`src/rtl/ctrl_ext_exmem.sv`:
```
// ctrl_ext_exmem
//   Decode-and-pipeline slice of the 5-stage MIPS core:
//   - main control decoder (ID stage, combinational)
//   - 16->32-bit immediate extender (ID stage, combinational, driven by
//     the decoder's own EXTOp)
//   - EX/MEM pipeline register (async active-low reset, write enable)
//
// Ports
//   clk, rst                : clock / async active-low reset (EX/MEM only)
//   OpCode, Funct           : instr[31:26], instr[5:0]
//   jump, RegDst, Branch,
//   MemR, Mem2R, MemW, RegW,
//   Alusrc, EXTOp, Aluctrl  : decoded control toward ID/EX
//   Imm16 / Imm32           : raw / extended immediate
//   EX_MEM_WR               : 1 = load EX/MEM on the edge, 0 = hold
//   *_IN / *_OUT            : EX/MEM fields (NPC, ALU result, store data,
//                             dest reg, MEMR/MEMW/REGW/MEM2R)
module ctrl_ext_exmem (
   input  logic        clk,
   input  logic        rst,
   input  logic [5:0]  OpCode,
   input  logic [5:0]  Funct,
   output logic [1:0]  jump,
   output logic        RegDst,
   output logic [1:0]  Branch,
   output logic        MemR,
   output logic        Mem2R,
   output logic        MemW,
   output logic        RegW,
   output logic        Alusrc,
   output logic [1:0]  EXTOp,
   output logic [4:0]  Aluctrl,
   input  logic [15:0] Imm16,
   output logic [31:0] Imm32,
   input  logic        EX_MEM_WR,
   input  logic [31:0] NPC_IN,
   output logic [31:0] NPC_OUT,
   input  logic [31:0] ALU_C_IN,
   output logic [31:0] ALU_C_OUT,
   input  logic [31:0] RT_DATA_IN,
   output logic [31:0] RT_DATA_OUT,
   input  logic [4:0]  reg_rd_in,
   output logic [4:0]  reg_rd_out,
   input  logic        MEMR_IN,
   output logic        MEMR_OUT,
   input  logic        MEMW_IN,
   output logic        MEMW_OUT,
   input  logic        REGW_IN,
   output logic        REGW_OUT,
   input  logic        MEM2R_IN,
   output logic        MEM2R_OUT
);

   typedef enum logic [4:0] {
      ALU_ADD   = 5'd0,
      ALU_SUB   = 5'd1,
      ALU_AND   = 5'd2,
      ALU_OR    = 5'd3,
      ALU_XOR   = 5'd4,
      ALU_NOR   = 5'd5,
      ALU_SLT   = 5'd6,
      ALU_SLTU  = 5'd7,
      ALU_SLL   = 5'd8,
      ALU_SRL   = 5'd9,
      ALU_SRA   = 5'd10,
      ALU_PASSB = 5'd11
   } alu_op_e;

   typedef enum logic [1:0] {
      EXT_ZERO = 2'b00,
      EXT_SIGN = 2'b01,
      EXT_LUI  = 2'b10
   } ext_op_e;

   // ---------------------------------------------------------------
   // Main control decoder. Everything defaults to 0 so unknown
   // opcodes/functs fall out as a bubble.
   // ---------------------------------------------------------------
   always_comb begin
      jump    = 2'b00;
      RegDst  = 1'b0;
      Branch  = 2'b00;
      MemR    = 1'b0;
      Mem2R   = 1'b0;
      MemW    = 1'b0;
      RegW    = 1'b0;
      Alusrc  = 1'b0;
      EXTOp   = EXT_ZERO;
      Aluctrl = ALU_ADD;

      unique case (OpCode)
         6'b000000: begin
            // R-type: only listed functs assert RegW
            RegW = 1'b1;
            unique case (Funct)
               6'b100000, 6'b100001: Aluctrl = ALU_ADD;
               6'b100010, 6'b100011: Aluctrl = ALU_SUB;
               6'b100100:            Aluctrl = ALU_AND;
               6'b100101:            Aluctrl = ALU_OR;
               6'b100110:            Aluctrl = ALU_XOR;
               6'b100111:            Aluctrl = ALU_NOR;
               6'b101010:            Aluctrl = ALU_SLT;
               6'b101011:            Aluctrl = ALU_SLTU;
               6'b000000:            Aluctrl = ALU_SLL;
               6'b000010:            Aluctrl = ALU_SRL;
               6'b000011:            Aluctrl = ALU_SRA;
               6'b001000: begin
                  RegW = 1'b0;
                  jump = 2'b11;
               end
               default:              RegW = 1'b0;
            endcase
         end
         6'b001000, 6'b001001: begin
            RegW = 1'b1; RegDst = 1'b1; Alusrc = 1'b1;
            EXTOp = EXT_SIGN; Aluctrl = ALU_ADD;
         end
         6'b001010: begin
            RegW = 1'b1; RegDst = 1'b1; Alusrc = 1'b1;
            EXTOp = EXT_SIGN; Aluctrl = ALU_SLT;
         end
         6'b001011: begin
            RegW = 1'b1; RegDst = 1'b1; Alusrc = 1'b1;
            EXTOp = EXT_SIGN; Aluctrl = ALU_SLTU;
         end
         6'b001100: begin
            RegW = 1'b1; RegDst = 1'b1; Alusrc = 1'b1;
            Aluctrl = ALU_AND;
         end
         6'b001101: begin
            RegW = 1'b1; RegDst = 1'b1; Alusrc = 1'b1;
            Aluctrl = ALU_OR;
         end
         6'b001110: begin
            RegW = 1'b1; RegDst = 1'b1; Alusrc = 1'b1;
            Aluctrl = ALU_XOR;
         end
         6'b001111: begin
            RegW = 1'b1; RegDst = 1'b1; Alusrc = 1'b1;
            EXTOp = EXT_LUI; Aluctrl = ALU_PASSB;
         end
         6'b100011: begin
            MemR = 1'b1; Mem2R = 1'b1; RegW = 1'b1; RegDst = 1'b1;
            Alusrc = 1'b1; EXTOp = EXT_SIGN; Aluctrl = ALU_ADD;
         end
         6'b101011: begin
            MemW = 1'b1; Alusrc = 1'b1; EXTOp = EXT_SIGN; Aluctrl = ALU_ADD;
         end
         6'b000100: begin
            Branch = 2'b01; EXTOp = EXT_SIGN; Aluctrl = ALU_SUB;
         end
         6'b000101: begin
            Branch = 2'b10; EXTOp = EXT_SIGN; Aluctrl = ALU_SUB;
         end
         6'b000010: begin
            Branch = 2'b11; jump = 2'b01;
         end
         // jal: the link write is performed outside this block, so RegW stays 0
         6'b000011: begin
            Branch = 2'b11; jump = 2'b10;
         end
         default: ;
      endcase
   end

   // ---------------------------------------------------------------
   // Immediate extender; EXTOp 11 behaves as sign-extend.
   // ---------------------------------------------------------------
   always_comb begin
      unique case (EXTOp)
         EXT_ZERO: Imm32 = {16'h0000, Imm16};
         EXT_LUI:  Imm32 = {Imm16, 16'h0000};
         default:  Imm32 = {{16{Imm16[15]}}, Imm16};
      endcase
   end

   // ---------------------------------------------------------------
   // EX/MEM pipeline register. A cleared register is a bubble.
   // ---------------------------------------------------------------
   always_ff @(posedge clk or negedge rst) begin
      if (!rst) begin
         NPC_OUT     <= '0;
         ALU_C_OUT   <= '0;
         RT_DATA_OUT <= '0;
         reg_rd_out  <= '0;
         MEMR_OUT    <= 1'b0;
         MEMW_OUT    <= 1'b0;
         REGW_OUT    <= 1'b0;
         MEM2R_OUT   <= 1'b0;
      end else if (EX_MEM_WR) begin
         NPC_OUT     <= NPC_IN;
         ALU_C_OUT   <= ALU_C_IN;
         RT_DATA_OUT <= RT_DATA_IN;
         reg_rd_out  <= reg_rd_in;
         MEMR_OUT    <= MEMR_IN;
         MEMW_OUT    <= MEMW_IN;
         REGW_OUT    <= REGW_IN;
         MEM2R_OUT   <= MEM2R_IN;
      end
   end

endmodule

```
`config.mk`:
```
export PLATFORM = sky130hd
export DESIGN_NAME = ctrl_ext_exmem
export DESIGN_NICKNAME = d
export VERILOG_FILES = /design/src/rtl/ctrl_ext_exmem.sv
export SDC_FILE = /design/constraint.sdc
export NUM_CORES = 1
export LEC_CHECK = 0
export CAP_MARGIN = 20
export CORE_AREA = 2 2 117 119
export DETAILED_ROUTE_END_ITERATION = 12
export DIE_AREA = 0 0 119 121
export GPL_ROUTABILITY_DRIVEN = 0
export HOLD_SLACK_MARGIN = 0.03
export PLACE_DENSITY_LB_ADDON = 0.3
export SLEW_MARGIN = 40
export SYNTH_ARGS = -nofsm -noshare
export SYNTH_HDL_FRONTEND = slang
export SYNTH_SLANG_ARGS = --single-unit
```
`constraint.sdc`:
```
create_clock -name clk -period 3.8 [get_ports clk]
set_input_delay 0.57 -clock clk [delete_from_list [all_inputs] [get_ports clk]]
set_output_delay 0.57 -clock clk [all_outputs]
set_load 0.02 [all_outputs]
```
==> flow_summary.yaml <==
clock_tree:
  cts_tree: "done"
  post-cts-setup-buffers: 0
  root_buffer: "clkbuf_16"
  h-tree-depth: 3
  cts_resized: 0
  clock_sinks: 105
  clkTransAtPathRegs_ns: 0.07
  hold_buffers: 0
  cts_buffer_depth: 2
  cts_buffers: 9
  insertion_delay_ns: 0.34
drt:
  num_vias: 3766
  first_pass_iters: 4
  avgViaCountPerCell: 4.743
  drtIter0Drc: 193
  routed_wl_um: 13070
  drc: 0
  ant_nets: 0
  wl_per_cell_um: 16.46
synthesis:
  synth_edf_count: 0
  syn_inst: 331
  avgSynthCellArea_um2: 13.72
  ys_types: 36
  syn-cell-area_mm2: 0.004542
  synth.yosys.warnings: 0
  async_reset_ff_frac: 1.000
  syn_nets: 467
  ys_seq_elements: 105
  yosysSeqAreaShare: 0.5785
  yosys_most_used_dff: "dfrtp_1"
layout:
  syn_to_final_growth_pct: 73.86
  final_common_cell: "clkdlybuf4s50_1"
  nFillCells: 1050
  finalCoreUtilization: 0.6035
  final_cell_mix: "clkdlybuf4s50_1, dfrtp_1, mux2_2"
  nets: 749
  finalNonFillerCells: 794
  insertedDiodeCount: 0
  drive_gt1_frac: 0.2168
power:
  internal_power_mw: 2.229
  pwr-share-comb: 0.267
  powerDensity_mw_per_mm2: 388.6
  ir_drop_uv: 264.9
  power_frac_seq: 0.419
  power.net_switching_uw: 839.3
  clockPowerShare: 0.314
  power.share.switching: 0.2735
  p_leak_nw: 3.287
status:
  status: "completed"
grt:
  grt_usage: 0.1826
  first_global_vias: 3888
  antenna_found_initial: 0
  grt_max_degree: 58
  grt_pass1_wl_um: 20510
  globalRouteOverflowTotal: 0
sta:
  min_period_ns: 3.490
  tns_ns: 0
  max_freq_ghz: 0.2866
  rsz0062_at_grt: "no"
  finalHoldViolations: 0
  slew_violations: 0
  setup_viol: 0
  maxSlewHeadroom: 0.5866
  finalCritPeriodShare: 0.9184
  fin_skew_ns: 0
  tightest_slew_ns: 0.6201
critical_path:
  slowest_delay_ns: 0.69
  crit_top_cell: "clkdlybuf4s50_1"
  critPathKind: "primary input to primary output"
  required_ns: 3.23
  start_kind: "primary input"
  path_max_fanout: 15
  critPathSlowestCell: "clkdlybuf4s50_1"
  crit_path_end_kind: "primary output"
  path_cells: "clkdlybuf4s50_1 > or4b_4 > o211a_4 > nor2_8 > a21o_1 > clkdlybuf4s50_1"
  cp.arrival_ns: 2.92
floorplanning:
  dieHeight_um: 121
  die_area_mm2: 0.01440
  core_area_mm2: 0.01309
  row_count: 42
  ios: 290
  start_util: 0.3471
  die_w_um: 119
placement:
  placedCellCount: 778
  dp_hpwl_um: 10170
  numPortBuffers: 288
hold_path:
  hold_path_class: "primary input to async pin"
run:
  maxCapViolCount: 0
-- final cells by class --
| class | count | area (um^2) | share of cell area |
|---|---|---|---|
| clock inverter | 6 | 76.32 | 0.009666 |
| multi-input combinational | 198 | 1775 | 0.2248 |
| tap | 176 | 220.2 | 0.02789 |
| timing repair buffer | 295 | 2943 | 0.3727 |
| clock buffer | 10 | 239.0 | 0.03026 |
| sequential | 105 | 2628 | 0.3328 |
| inverter | 4 | 15.01 | 0.001901 |
-- metrics by stage --
step                      hold slack (ns)  power (mW)  setup WS [ns]  area [um^2]
after global routing               0.1663       3.213         0.2366         7896
after detailed placement           0.4945       2.134         0.3582         7581
after floorplan                    0.2744       1.653          1.328         4542
final                              0.1478       3.069         0.3102         7896
after global placement             0.4883       2.115         0.4023         7581
after CTS                          0.1517       3.116         0.3461         7896
-- sequential cells by signal, summed over array words and instances, names as in the netlist --
register	count
MEM2R_OUT	1
MEMW_OUT	1
NPC_OUT	32
ALU_C_OUT	32
reg_rd_out	5
RT_DATA_OUT	32
REGW_OUT	1
MEMR_OUT	1
-- worst max-delay path: cells and delay by family --
| kind | cells | cell delay (ns) |
|---|---|---|
| buf+inv | 2 | 1.30 |
| simple gates | 2 | 0.74 |
| compound gates | 2 | 0.29 |
-- synthesized netlist by cell type (3+ instances only) --
library cell	number	area, um^2
nand2b_1	3	18.77
o21ai_0	5	25.02
nor2_1	10	37.54
buf_2	9	45.04
clkbuf_1	6	22.52
mux2_2	105	1182
dfrtp_1	105	2628
a21oi_1	6	30.03
nand2_1	6	22.52
inv_1	4	15.01
nor3_1	6	30.03
and2_1	17	106.4
o22ai_1	3	18.77
buf_1	4	15.01
buf_4	4	30.03
a21o_1	15	112.6
-- metal layers --
| layer | up-vias | share of wire | track usage |
|---|---|---|---|
| li1 | 1727 | - | - |
| met1 | 1814 | 0.39 | 0.2152 |
| met2 | 203 | 0.50 | 0.3028 |
| met3 | 22 | 0.092 | 0.07378 |
| met4 | 0 | 0.018 | 0.06324 |
| met5 | - | 0 | 0 |
-- path summary, 6_finish.rpt --
check	from	end	slack, ns	cells past startpoint
max in group asynchronous	rst	RT_DATA_OUT[19]$_DFFE_PN0P_	2.69	2
max	OpCode[2]	Imm32[20]	0.31	6
min reg2reg	ALU_C_OUT[0]$_DFFE_PN0P_	ALU_C_OUT[0]$_DFFE_PN0P_	0.51	1
min in group clk	ALU_C_OUT[0]$_DFFE_PN0P_	ALU_C_OUT[0]$_DFFE_PN0P_	0.51	1
max reg2reg	reg_rd_out[2]$_DFFE_PN0P_	reg_rd_out[2]$_DFFE_PN0P_	3.02	1
min	rst	ALU_C_OUT[28]$_DFFE_PN0P_	0.15	1
-- cells by family (layout without fill, tap and decap cells) --
| group | count (synthesis) | in the layout | share of synthesized area |
|---|---|---|---|
| mux | 105 | 105 | 0.2603 |
| flops | 105 | 105 | 0.5785 |
| simple gates | 55 | 55 | 0.07190 |
| compound gates | 36 | 36 | 0.05592 |
| buf+inv | 28 | 315 | 0.03058 |
| other cells | 1 | 1 | 0.0008257 |
| xor+xnor | 1 | 1 | 0.001929 |
-- power by group through the flow --
stage                     clock network, mW  logic, mW  registers, mW
after floorplan                           0      0.208           1.45
after global placement                    0      0.815           1.30
after detailed placement                  0      0.826           1.31
after CTS                             0.999      0.830           1.29
after global routing                   1.05      0.866           1.30
final                                 0.963      0.820           1.29
No activity file was read; power rests on OpenSTA's default activity.
